### config.mk
export PLATFORM = sky130hd
export DESIGN_NAME = regincr_out_queue
export DESIGN_NICKNAME = d
export VERILOG_FILES = /design/src/rtl/regincr_out_queue.sv
export SDC_FILE = /design/constraint.sdc
export NUM_CORES = 1
export LEC_CHECK = 0
export BUFFER_PORTS_ARGS = -buffer_cell sky130_fd_sc_hd__buf_2
export CORE_UTILIZATION = 38
export DETAILED_ROUTE_END_ITERATION = 12
export GPL_ROUTABILITY_DRIVEN = 0
export GPL_TIMING_DRIVEN = 0
export SETUP_SLACK_MARGIN = 0.05
export SYNTH_ARGS = -nofsm -noshare
export SYNTH_HDL_FRONTEND = slang
export SYNTH_SLANG_ARGS = --single-unit
### constraint.sdc
create_clock -name clk -period 2.6 [get_ports clk]
set_clock_uncertainty 0.15 [all_clocks]
set_input_delay 0.39 -clock clk [delete_from_list [all_inputs] [get_ports clk]]
set_output_delay 0.39 -clock clk [all_outputs]
set_load 0.03 [all_outputs]
### src/rtl/regincr_out_queue.sv
// regincr_out_queue
//   Output queue for the registered incrementer: a p_depth-entry FIFO with
//   valid/ready handshakes on both sides and a saturating counter of rejected
//   enqueue attempts.
//
// Ports
//   clk      in   single clock, all state updates on the rising edge
//   reset    in   asynchronous active-high reset
//   enq_val  in   upstream presents valid data
//   enq_rdy  out  queue can accept data this cycle (not full)
//   enq_msg  in   enqueue data, p_nbits wide
//   deq_val  out  head entry is valid (not empty)
//   deq_rdy  in   downstream accepts the head entry
//   deq_msg  out  head entry, don't-care while deq_val=0
//   count    out  current occupancy, clog2(p_depth)+1 bits
//   ovf_cnt  out  saturating count of cycles with enq_val=1 and enq_rdy=0
module regincr_out_queue #(
    parameter int unsigned p_nbits = 8,
    parameter int unsigned p_depth = 4
) (
    input  logic                       clk,
    input  logic                       reset,
    input  logic                       enq_val,
    output logic                       enq_rdy,
    input  logic [p_nbits-1:0]         enq_msg,
    output logic                       deq_val,
    input  logic                       deq_rdy,
    output logic [p_nbits-1:0]         deq_msg,
    output logic [$clog2(p_depth):0]   count,
    output logic [7:0]                 ovf_cnt
);

    localparam int unsigned AW = $clog2(p_depth);
    localparam int unsigned CW = AW + 1;

    logic [p_nbits-1:0] mem_q [p_depth];

    logic [AW-1:0] wr_ptr_q, wr_ptr_d;
    logic [AW-1:0] rd_ptr_q, rd_ptr_d;
    logic [CW-1:0] count_q, count_d;
    logic [7:0]    ovf_q, ovf_d;

    logic enq_fire;
    logic deq_fire;

    // Ready does not look at deq_rdy: a full queue never takes data in the
    // same cycle it drains, and an empty queue has no bypass path.
    assign enq_rdy = (count_q != CW'(p_depth));
    assign deq_val = (count_q != CW'(0));
    assign deq_msg = mem_q[rd_ptr_q];
    assign count   = count_q;
    assign ovf_cnt = ovf_q;

    // Gating with reset keeps the storage write from firing on a reset edge.
    assign enq_fire = enq_val && enq_rdy && !reset;
    assign deq_fire = deq_val && deq_rdy && !reset;

    always_comb begin
        wr_ptr_d = wr_ptr_q;
        rd_ptr_d = rd_ptr_q;
        count_d  = count_q;
        ovf_d    = ovf_q;

        if (enq_fire) begin
            wr_ptr_d = (wr_ptr_q == AW'(p_depth - 1)) ? '0 : wr_ptr_q + AW'(1);
        end
        if (deq_fire) begin
            rd_ptr_d = (rd_ptr_q == AW'(p_depth - 1)) ? '0 : rd_ptr_q + AW'(1);
        end

        if (enq_fire && !deq_fire) begin
            count_d = count_q + CW'(1);
        end else if (deq_fire && !enq_fire) begin
            count_d = count_q - CW'(1);
        end

        if (enq_val && !enq_rdy && (ovf_q != 8'hFF)) begin
            ovf_d = ovf_q + 8'd1;
        end
    end

    always_ff @(posedge clk or posedge reset) begin
        if (reset) begin
            wr_ptr_q <= '0;
            rd_ptr_q <= '0;
            count_q  <= '0;
            ovf_q    <= '0;
        end else begin
            wr_ptr_q <= wr_ptr_d;
            rd_ptr_q <= rd_ptr_d;
            count_q  <= count_d;
            ovf_q    <= ovf_d;
        end
    end

    // Storage carries no reset; occupancy alone decides what is valid.
    always_ff @(posedge clk) begin
        if (enq_fire) begin
            mem_q[wr_ptr_q] <= enq_msg;
        end
    end

endmodule

==> results.cfg <==
[global_route]
globalRoute.totalOverflow = 0
grt_usage_pct = 12.43
grt_pass1_vias = 1019
grt_start_max_net_pins = 18
grt_pass1_wl_mm = 4.809
antenna_found_initial = 0

[setup_path]
crit_chain = or3_4 -> and3_4 -> inv_1 -> ha_1 -> inv_1 -> fa_1 -> xor2_1 -> nor2_1 -> xor2_1
critical_path.max_fanout = 6
crit_buf_inv = 2
slowest_delay_ns = 0.46
endpoint_kind = flop
crit_type = reg2reg
cp_top_family = simple AND/OR/NAND/NOR gates
cp.arrival_ns = 2.47
critPathSlowestCell = dfrtp_1
crit_required_ns = 2.67
worst_setup_path_start_kind = flop

[clocking]
cts-root-buf = clkbuf_8
tritoncts = done
clkTransAtPathRegs_ns = 0.09
cts_buffer_depth = 2
clk_latency_ns = 0.29
numClockSinks = 47
numCtsBuffers = 5
postCtsSetupRepairBufs = 0
cts_max_level = 2

[yosys]
syn-cell-area_sq_um = 2027
synth_cell_types = 24
synth_area_per_cell_sq_um = 17.78
synth_seq_area_share_pct = 65.93
netlist_instances = 114
yosysWarnings = 0
mappedNetlistNets = 134
ys_seq_elements = 47

[worst_hold_path]
hold_path.class = in2reg

[routing]
vias_per_cell = 4.716
routedWlPerCell_um = 13.92
vias = 1061
antenna_left = 0
drt-initial-drc-count = 69
drc = 0
wl_mm = 3.133
first_pass_iters = 4

[final_layout]
design_area_sq_um = 2404
syn2layout_area_growth_pct = 18.58
drive_gt1_share_pct = 41.29
finalNonFillerCells = 225
n_antenna_cell = 0
nFillCells = 463
nNetsFinal = 174

[power_and_ir_drop]
p_int_w = 0.001646
p_comb_share_pct = 38.5
p_sw_w = 0.0009437
p_per_area_nw_per_um2 = 1077
pwr-share-seq_pct = 41.1
swShare_pct = 36.45
max-vdd-ir-drop_uv = 355.3
p_clk_share_pct = 20.4
power_leakage_nw = 0.9299

[timing]
maxSlewHeadroom_pct = 53.81
holdWs_ns = 0.1547
tightest_slew_ns = 0.6906
max_freq_mhz = 416.1
min_period_ns = 2.403
maxSlewViolCount = 0
finalHoldViolations = 0
setup_viol = 0
grt_setup_unrepaired = no
post-route-period-util_pct = 92.44

[die]
num_rows = 26
die_x_um = 75.04
die_y_um = 75.04
dieArea_sq_um = 5630
start_util_pct = 39.69
ios = 33
core_area_sq_um = 5107

[placement]
dp_cells = 216
place_area_sq_um = 2275
io_buffers = 32
place_hpwl_mm = 2.230

[run_status]
status = finished, final reports clean

[run]
drv_cap = 0
==> final timing paths <==
path                       startpoint           to  slack, ns  depth (start not counted)
min in group asynchronous       reset  wr_ptr_q[1]       0.62                          3
max in group asynchronous       reset     count[1]       1.24                          3
min reg2reg                ovf_cnt[0]   ovf_cnt[0]       0.38                          1
min                        enq_msg[3]  mem_q[3][3]       0.15                          1
max reg2reg                  count[0]     count[2]       0.20                          9
max                          count[0]     count[2]       0.20                          9
==> area by class of cell <==
cell class                 count  area [sq um]  area share, %
sequential                    47          1336          55.60
buffer                         3         13.76         0.5726
clock inverter                 3         46.29          1.926
tap                           70         87.58          3.644
multi-input combinational     59         658.1          27.38
timing repair buffer          33         170.2          7.080
clock buffer                   5         68.82          2.863
inverter                       5         22.52         0.9370
==> cells in the mapped netlist <==
library cell	instances	area [sq um]
ha_1	7	87.58
nor4b_2	1	15.01
or3_4	1	11.26
and3_1	2	12.51
mux2_2	6	67.56
and2_1	4	25.02
xor2_1	3	26.28
nand4_1	2	12.51
dfrtp_1	15	375.4
mux4_2	8	180.2
nand4bb_4	1	27.53
nand2_1	7	26.28
fa_1	1	20.02
inv_1	5	18.77
nor2_1	5	18.77
a41oi_4	1	27.53
buf_2	2	10.01
mux2_4	2	30.03
buf_1	1	3.750
edfxtp_1	32	960.9
xnor2_1	5	43.79
and3_4	1	11.26
nand2b_1	1	6.260
and4_1	1	8.760
==> cell usage in the layout (no fill, tap or decap), drive strengths merged, types with 4 or more instances in the layout <==
cell / netlist / routed
buf: 3 / 35
edfxtp: 32 / 32
dfrtp: 15 / 15
mux4: 8 / 8
mux2: 8 / 8
nand2: 7 / 7
ha: 7 / 7
xnor2: 5 / 5
nor2: 5 / 5
clkbuf: 0 / 5
inv: 5 / 5
and2: 4 / 4
==> what timing repair did <==
item                                    CTS  global route
endpoints found under the setup margin    0             1
hold endpoints to repair                  0            15
hold buffers                              0             1
resized for setup                         0             1
==> power by group through the flow <==
| stage | registers [W] | logic, W | clock network, W |
|---|---|---|---|
| 2_1_floorplan | 0.00117 | 0.000662 | 0 |
| 3_3_place_gp | 0.00107 | 0.000980 | 0 |
| 3_5_place_dp | 0.00108 | 0.00101 | 0 |
| 4_1_cts | 0.00107 | 0.00101 | 0.000547 |
| 5_1_grt | 0.00109 | 0.00109 | 0.000576 |
| 6_report | 0.00107 | 0.000996 | 0.000528 |
==> flip-flops by register name, summed over array words and instances (netlist names) <==
signal,flops
rd_ptr_q,2
mem_q,32
ovf_cnt,8
wr_ptr_q,2
count,3
==> logic make-up after synthesis <==
kind of cell             synth area share (%)
flip-flops                              65.93
multiplexers                            13.70
adder cells (fa/ha/maj)                 5.308
AO/OA/AOI/OAI                           1.358
AND/OR/NAND/NOR                         8.642
buffers and inverters                   1.605
XOR/XNOR                                3.457
==> layer usage <==
metal | global-route usage [%] | wire [um]
met5 | 0 | 0
met4 | 5.660 | 53
met3 | 4.685 | 123
met2 | 19.72 | 1640
met1 | 15.17 | 1315
==> stage by stage <==
stage | utilization [%] | TNS (ns) | worst slack, ns | power (W)
detailed placement | 44.54 | -0.1567 | -0.1163 | 0.002097
floorplan | - | 0 | 0.1048 | 0.001829
global route | 47.06 | 0 | 0.07407 | 0.002751
CTS | 46.79 | 0 | 0.1763 | 0.002629
global placement | 44.54 | -0.01771 | -0.01771 | 0.002046
finish | 47.06 | 0 | 0.1967 | 0.002589
No activity file was read; power rests on OpenSTA's default activity.
